## src/rtl/dsp_stage_scheduler.sv

```systemverilog
// dsp_stage_scheduler: per-frame sequencer for the audio DSP datapath.
// Latches one stereo sample, walks the L then R channel through the enabled
// effect stages on a shared req/ack bus, applies volume gain and presents the
// result once. Optional macro DSP_SAT_EN selects saturating gain; without it
// the gain product wraps to DATA_W bits.
//
// Stage bus handshake: stage_req is held high with stage_id, stage_ch and
// stage_data stable until a cycle where stage_req and stage_ack are both high
// (stage_result is taken on that cycle) or until TIMEOUT cycles pass without
// ack. The next request may start on the following cycle with no gap.
// stage_ack while stage_req is low has no effect.
module dsp_stage_scheduler #(
   parameter int DATA_W  = 16,
   parameter int NSTAGE  = 4,
   parameter int GAIN_W  = 4,
   parameter int TIMEOUT = 64,
   localparam int ID_W   = (NSTAGE > 1) ? $clog2(NSTAGE) : 1
) (
   input  logic              CLOCK_50,
   input  logic              AUD_DACLRCK,
   input  logic              DSP_enable,
   input  logic              sample_valid,
   input  logic [DATA_W-1:0] audio_inL,
   input  logic [DATA_W-1:0] audio_inR,
   input  logic [NSTAGE-1:0] filter_select,
   input  logic [GAIN_W-1:0] volume_scale,
   output logic              stage_req,
   output logic [ID_W-1:0]   stage_id,
   output logic              stage_ch,
   output logic [DATA_W-1:0] stage_data,
   input  logic              stage_ack,
   input  logic [DATA_W-1:0] stage_result,
   output logic [DATA_W-1:0] DSP_outL,
   output logic [DATA_W-1:0] DSP_outR,
   output logic              out_valid,
   output logic              busy,
   output logic              timeout_err,
   output logic [2:0]        state_dbg
);

   localparam int PW    = DATA_W + GAIN_W + 1;
   localparam int TMO_W = $clog2(TIMEOUT) + 1;

   typedef enum logic [2:0] {
      IDLE = 3'd0,
      REQ  = 3'd1,
      GAIN = 3'd2,
      DONE = 3'd3,
      HOLD = 3'd4
   } state_t;

   state_t            state;
   logic [NSTAGE-1:0] mask_r;
   logic [GAIN_W-1:0] vol_r;
   logic              en_r;
   logic [DATA_W-1:0] data_l, data_r;
   logic [DATA_W-1:0] res_l, res_r;
   logic [TMO_W-1:0]  tmo_cnt;

   logic              hit, expired, adv;
   logic [DATA_W-1:0] cur_new;
   logic [ID_W:0]     nxt_hi, low_latched, first_in;

   // {found, index} of the lowest set bit of m
   function automatic logic [ID_W:0] lowest_bit(input logic [NSTAGE-1:0] m);
      logic [ID_W:0] r;
      r = '0;
      for (int k = NSTAGE - 1; k >= 0; k--)
         if (m[k]) r = {1'b1, ID_W'(k)};
      return r;
   endfunction

   // {found, index} of the lowest set bit of m strictly above cur
   function automatic logic [ID_W:0] next_above(input logic [NSTAGE-1:0] m,
                                                input logic [ID_W-1:0] cur);
      logic [ID_W:0] r;
      r = '0;
      for (int k = NSTAGE - 1; k >= 0; k--)
         if (m[k] && (k > int'(cur))) r = {1'b1, ID_W'(k)};
      return r;
   endfunction

   // signed sample times unsigned gain, reduced back to DATA_W
   function automatic logic [DATA_W-1:0] apply_gain(input logic [DATA_W-1:0] d,
                                                    input logic [GAIN_W-1:0] g);
      logic signed [PW-1:0] ds, gs, p;
      ds = PW'($signed(d));
      gs = PW'({1'b0, g});
      p  = ds * gs;
`ifdef DSP_SAT_EN
      if (p[PW-1] && !(&p[PW-1:DATA_W-1]))
         return {1'b1, {(DATA_W-1){1'b0}}};
      else if (!p[PW-1] && (|p[PW-1:DATA_W-1]))
         return {1'b0, {(DATA_W-1){1'b1}}};
      else
         return p[DATA_W-1:0];
`else
      return p[DATA_W-1:0];
`endif
   endfunction

   // request completion and next-stage selection
   always_comb begin
      hit         = stage_req && stage_ack;
      expired     = (tmo_cnt == TMO_W'(TIMEOUT - 1));
      adv         = (state == REQ) && (hit || expired);
      cur_new     = hit ? stage_result : stage_data;
      nxt_hi      = next_above(mask_r, stage_id);
      low_latched = lowest_bit(mask_r);
      first_in    = lowest_bit(filter_select);
   end

   assign state_dbg = state;

   // frame sequencer with registered outputs
   always_ff @(posedge CLOCK_50 or posedge AUD_DACLRCK) begin
      if (AUD_DACLRCK) begin
         state       <= IDLE;
         mask_r      <= '0;
         vol_r       <= '0;
         en_r        <= 1'b0;
         data_l      <= '0;
         data_r      <= '0;
         res_l       <= '0;
         res_r       <= '0;
         tmo_cnt     <= '0;
         stage_req   <= 1'b0;
         stage_id    <= '0;
         stage_ch    <= 1'b0;
         stage_data  <= '0;
         DSP_outL    <= '0;
         DSP_outR    <= '0;
         out_valid   <= 1'b0;
         busy        <= 1'b0;
         timeout_err <= 1'b0;
      end else begin
         case (state)
            IDLE: begin
               if (sample_valid) begin
                  mask_r   <= filter_select;
                  vol_r    <= volume_scale;
                  en_r     <= DSP_enable;
                  data_l   <= audio_inL;
                  data_r   <= audio_inR;
                  stage_ch <= 1'b0;
                  tmo_cnt  <= '0;
                  busy     <= 1'b1;
                  if (DSP_enable && first_in[ID_W]) begin
                     state      <= REQ;
                     stage_req  <= 1'b1;
                     stage_id   <= first_in[ID_W-1:0];
                     stage_data <= audio_inL;
                  end else begin
                     state <= GAIN;
                  end
               end
            end
            REQ: begin
               if (adv) begin
                  tmo_cnt <= '0;
                  if (!hit) timeout_err <= 1'b1;
                  if (stage_ch) data_r <= cur_new;
                  else          data_l <= cur_new;
                  if (nxt_hi[ID_W]) begin
                     stage_id   <= nxt_hi[ID_W-1:0];
                     stage_data <= cur_new;
                  end else if (!stage_ch) begin
                     stage_ch   <= 1'b1;
                     stage_id   <= low_latched[ID_W-1:0];
                     stage_data <= data_r;
                  end else begin
                     stage_req <= 1'b0;
                     state     <= GAIN;
                  end
               end else begin
                  tmo_cnt <= tmo_cnt + 1'b1;
               end
            end
            GAIN: begin
               res_l <= en_r ? apply_gain(data_l, vol_r) : data_l;
               res_r <= en_r ? apply_gain(data_r, vol_r) : data_r;
               state <= DONE;
            end
            DONE: begin
               DSP_outL  <= res_l;
               DSP_outR  <= res_r;
               out_valid <= 1'b1;
               busy      <= 1'b0;
               state     <= HOLD;
            end
            HOLD: begin
               out_valid <= 1'b0;
            end
            default: begin
               state     <= IDLE;
               stage_req <= 1'b0;
               busy      <= 1'b0;
               out_valid <= 1'b0;
            end
         endcase
      end
   end

endmodule

```

## config.mk

```make
export PLATFORM = sky130hd
export DESIGN_NAME = dsp_stage_scheduler
export DESIGN_NICKNAME = d
export VERILOG_FILES = /design/src/rtl/dsp_stage_scheduler.sv
export SDC_FILE = /design/constraint.sdc
export NUM_CORES = 1
export LEC_CHECK = 0
export CORE_ASPECT_RATIO = 0.9
export CORE_MARGIN = 2
export CORE_UTILIZATION = 60
export CTS_CLUSTER_DIAMETER = 60
export CTS_CLUSTER_SIZE = 16
export DETAILED_ROUTE_END_ITERATION = 10
export PLACE_DENSITY = 0.85
export SLEW_MARGIN = 30
export SYNTH_ARGS = -nofsm -noshare
export SYNTH_HDL_FRONTEND = slang
export SYNTH_SLANG_ARGS = --single-unit
```

## constraint.sdc

```tcl
create_clock -name CLOCK_50 -period 11.5 [get_ports CLOCK_50]
set_input_delay 3.45 -clock CLOCK_50 [delete_from_list [all_inputs] [get_ports CLOCK_50]]
set_output_delay 3.45 -clock CLOCK_50 [all_outputs]
set_load 0.02 [all_outputs]
```

==> results.txt <==
----------------------------------------------------
[Status]
  Run status ... finished, final reports clean

[Critical path]
  Worst flop-to-flop path startpoint ... vol_r[2]$_DFFE_PP0P_
  Required time of the worst setup path ... 8050 ps
  Total stage count of the critical path ... 1
  Critical path startpoint category ... flip-flop
  Number of buffer and inverter instances along the worst setup path ... 1
  Slowest CP cell ... dfrtp_1
  WP data arrival ... 2000 ps
  Critical path's largest stage delay ... 820 ps
  Startpoint of the worst setup timing path ... state_dbg[2]$_DFFE_PP0P_
  Cells on worst reg2reg path ... 13
  Kind of cell adding the most delay to the critical path ... flip-flops
  Category of the most critical setup path ... reg -> out
  FF-to-FF End ... res_l[14]$_DFFE_PP0P_
  Endpoint of the worst setup timing path ... state_dbg[2]
  Type of element capturing the critical path ... primary output
  Cell breakdown of the critical path ... clkdlybuf4s50_1
  Setup slack of the worst register-to-register path ... 7130 ps
  Peak fanout along the critical path ... 23

[Floorplan]
  Number of rows created at floorplan ... 44
  Chip Width ... 141 um
  Io pins ... 119
  Die H ... 127 um
  Initial cell density of the core ... 0.618
  Total core area ... 16,300 um2
  Die ar. ... 17,800 um2

[STA]
  Top achievable clock speed ... 184 MHz
  Slew at the pin closest to its max-slew limit ... 886 ps
  Max transition margin ... 0.410
  Endpoints failing hold ... 0
  Total Negative Setup Slacks ... 0 ps
  Final worst clock skew ... 9.13 ps
  Fin crit share ... 0.474
  Setup repair after global routing missed its margin ... no
  Final slew viol count ... 0
  Count of endpoints failing setup in the final report ... 0
  Post-route minimum period ... 5450 ps

[Clock tree]
  Clock transition at the registers of the reported paths ... 60 ps
  Post-CTS Repair Setup Buffers ... 0
  Buffer levels on the longest clock path ... 2
  Clock sink count ... 138
  Post-cts sizing count ... 0
  CTS root buffer ... clkbuf_16
  CTS tree ... done
  Htree depth ... 4
  Inserted Clock Buffers ... 17
  Clock Latency Late Sink ... 420 ps
  Hold buffer count at cts ... 0

[Global route]
  Final global-route overflow total ... 0
  Overall global routing resource usage ... 0.284
  Largest net degree at the start of global routing ... 72
  Number of antenna violations at the first check in global routing ... 0
  First-pass GRT wire length ... 40,200 um
  Number of global-route vias before repair ... 7,827

[Route]
  Iteration-0 DRC count of the detailed router ... 643
  Detailed Routing Iterations Pass 1 ... 6
  Vias per std cell ... 5.79
  Antenna-violating nets left ... 0
  Final routed DRC violation total ... 0
  Total Routed Length ... 24,100 um
  Overall via count from detail_route ... 8,065
  Routed WL per cell ... 17.3 um

[Placed design]
  Final estimated routing congestion in global placement ... 0.901
  Input/output buffers ... 118
  Final HPWL from detailed placement ... 17,700 um

[Synthesis]
  Flip-flop and latch count after synthesis ... 138
  Predominant post-synthesis flop cell ... dfrtp_1
  Sequential element share of the synthesized area ... 0.343
  Fraction of synthesis flops using an asynchronous set or reset pin ... 1.00
  Number of enable-type register cells in the synthesized netlist ... 0
  Post-Syn Nets ... 1,250
  Distinct cell type count after synthesis ... 64
  Post-synthesis cell count ... 1,082
  Mapped Area ... 10,100 um2
  Yosys warnings ... 0
  Avg Synthesized Cell Area ... 9.31 um2

[Final layout]
  Number of nets at the end of the flow ... 1,342
  Synthesis-to-finish area growth ... 18.8%
  Number of diodes added for antenna fixing ... 0
  Share of layout cells above drive strength 1 ... 0.0894

[Min path]
  Class of the most critical hold timing path ... reg -> reg

[Flow run]
  Number of maximum-capacitance constraint violations ... 0

----------------------------------------------------
## routing by layer
metal,vias to the layer above,share of wire,GRT usage,wire (um)
li1,3827,-,-,-
met1,3845,0.46,0.415,11000
met2,368,0.46,0.450,11000
met3,25,0.077,0.0468,1860
met4,0,0.012,0.0682,297
met5,-,0,0,0
## state kept, by name (all words and copies together) (netlist names)
| name | cells |
|---|---|
| en_r | 1 |
| stage_id | 2 |
| stage_req | 1 |
| mask_r | 4 |
| stage_ch | 1 |
| res_l | 16 |
| tmo_cnt | 7 |
| vol_r | 4 |
| timeout_err | 1 |
| DSP_outR | 16 |
| data_r | 16 |
| busy | 1 |
| state_dbg | 3 |
| stage_data | 16 |
| out_valid | 1 |
| data_l | 16 |
| res_r | 16 |
| DSP_outL | 16 |
## cell type report
cell class	count	area (um2)
inverters	104	395
multi-input cells	788	6010
clock buffers	20	447
well taps	207	259
repair buffers	125	1240
clock inverters	11	170
flip-flops and latches	138	3450
fillers	1216	4330
## cell usage in the layout, fill, tap and decap left out, drive strengths merged, types with 5 or more instances in the layout
| master | netlist | final |
|---|---|---|
| a21oi | 44 | 44 |
| clkbuf | 27 | 20 |
| nand2 | 137 | 137 |
| fa | 48 | 48 |
| nand3 | 10 | 10 |
| xnor2 | 21 | 21 |
| inv | 104 | 105 |
| buf | 25 | 7 |
| mux2 | 55 | 55 |
| o21ai | 125 | 125 |
| nor2 | 29 | 29 |
| a31oi | 12 | 12 |
| or4 | 8 | 8 |
| xor2 | 12 | 12 |
| nor2b | 13 | 13 |
| and2 | 83 | 83 |
| nor3b | 12 | 12 |
| clkdlybuf4s50 | 0 | 118 |
| dfrtp | 138 | 138 |
| nand2b | 5 | 5 |
| o21a | 14 | 14 |
| ha | 59 | 59 |
| or3 | 8 | 8 |
| mux2i | 39 | 39 |
| nor3 | 9 | 9 |
## cell families (layout without fill, tap and decap cells)
group / count (synthesis) / count (layout) / synth area share
compound gates: 227 / 227 / 0.130
xor+xnor: 33 / 33 / 0.0287
buf+inv: 156 / 260 / 0.0633
simple gates: 327 / 327 / 0.166
flops: 138 / 138 / 0.343
fa+ha+maj: 107 / 107 / 0.169
mux: 94 / 94 / 0.101
## worst min-delay path by stage
stage	start	endpoint	slack, ps	cells after the start
6_report	res_r[0]$_DFFE_PP0P_	res_r[0]$_DFFE_PP0P_	480	2
5_1_grt	res_r[0]$_DFFE_PP0P_	res_r[0]$_DFFE_PP0P_	490	2
4_1_cts	res_r[0]$_DFFE_PP0P_	res_r[0]$_DFFE_PP0P_	480	2
3_5_place_dp	res_l[0]$_DFFE_PP0P_	res_l[0]$_DFFE_PP0P_	460	2
3_3_place_gp	res_l[0]$_DFFE_PP0P_	res_l[0]$_DFFE_PP0P_	450	2
2_1_floorplan	res_l[0]$_DFFE_PP0P_	res_l[0]$_DFFE_PP0P_	430	2
## synth_stat cells (all sizes together) (2+ instances only)
library cell / count / share of area
a2111oi: 4 / 0.0035
a211o: 2 / 0.0017
a211oi: 2 / 0.0015
a21boi: 2 / 0.0015
a21o: 4 / 0.0030
a21oi: 44 / 0.022
a31oi: 12 / 0.0075
and2: 83 / 0.052
and3: 2 / 0.0012
and4: 2 / 0.0017
buf: 25 / 0.014
clkbuf: 27 / 0.010
dfrtp: 138 / 0.34
fa: 48 / 0.095
ha: 59 / 0.073
inv: 104 / 0.039
mux2: 55 / 0.062
mux2i: 39 / 0.039
nand2: 137 / 0.051
nand2b: 5 / 0.0031
nand3: 10 / 0.0055
nand4: 2 / 0.0012
nand4b: 2 / 0.0017
nor2: 29 / 0.011
nor2b: 13 / 0.0088
nor3: 9 / 0.0050
nor3b: 12 / 0.0089
o2111ai: 2 / 0.0017
o21a: 14 / 0.011
o21ai: 125 / 0.062
o22ai: 4 / 0.0025
o31ai: 4 / 0.0043
or2: 2 / 0.0012
or3: 8 / 0.0050
or4: 8 / 0.0060
xnor2: 21 / 0.018
xor2: 12 / 0.010
## metrics by stage
stage | hold WS [ps] | utilization | instance area (um2) | std cells | worst slack, ps
after floorplan | 435 | - | 10100 | 1082 | 4350
after global placement | 448 | 0.695 | 11300 | 1362 | 5570
after detailed placement | 456 | 0.696 | 11300 | 1362 | 5740
after CTS | 475 | 0.734 | 12000 | 1393 | 6080
after global routing | 490 | 0.735 | 12000 | 1393 | 5900
final | 475 | 0.735 | 12000 | 1393 | 6050
Power is left out: the tool's default activity adds up to more than one toggle a clock period on the data nets, which glitch-free logic cannot reach.
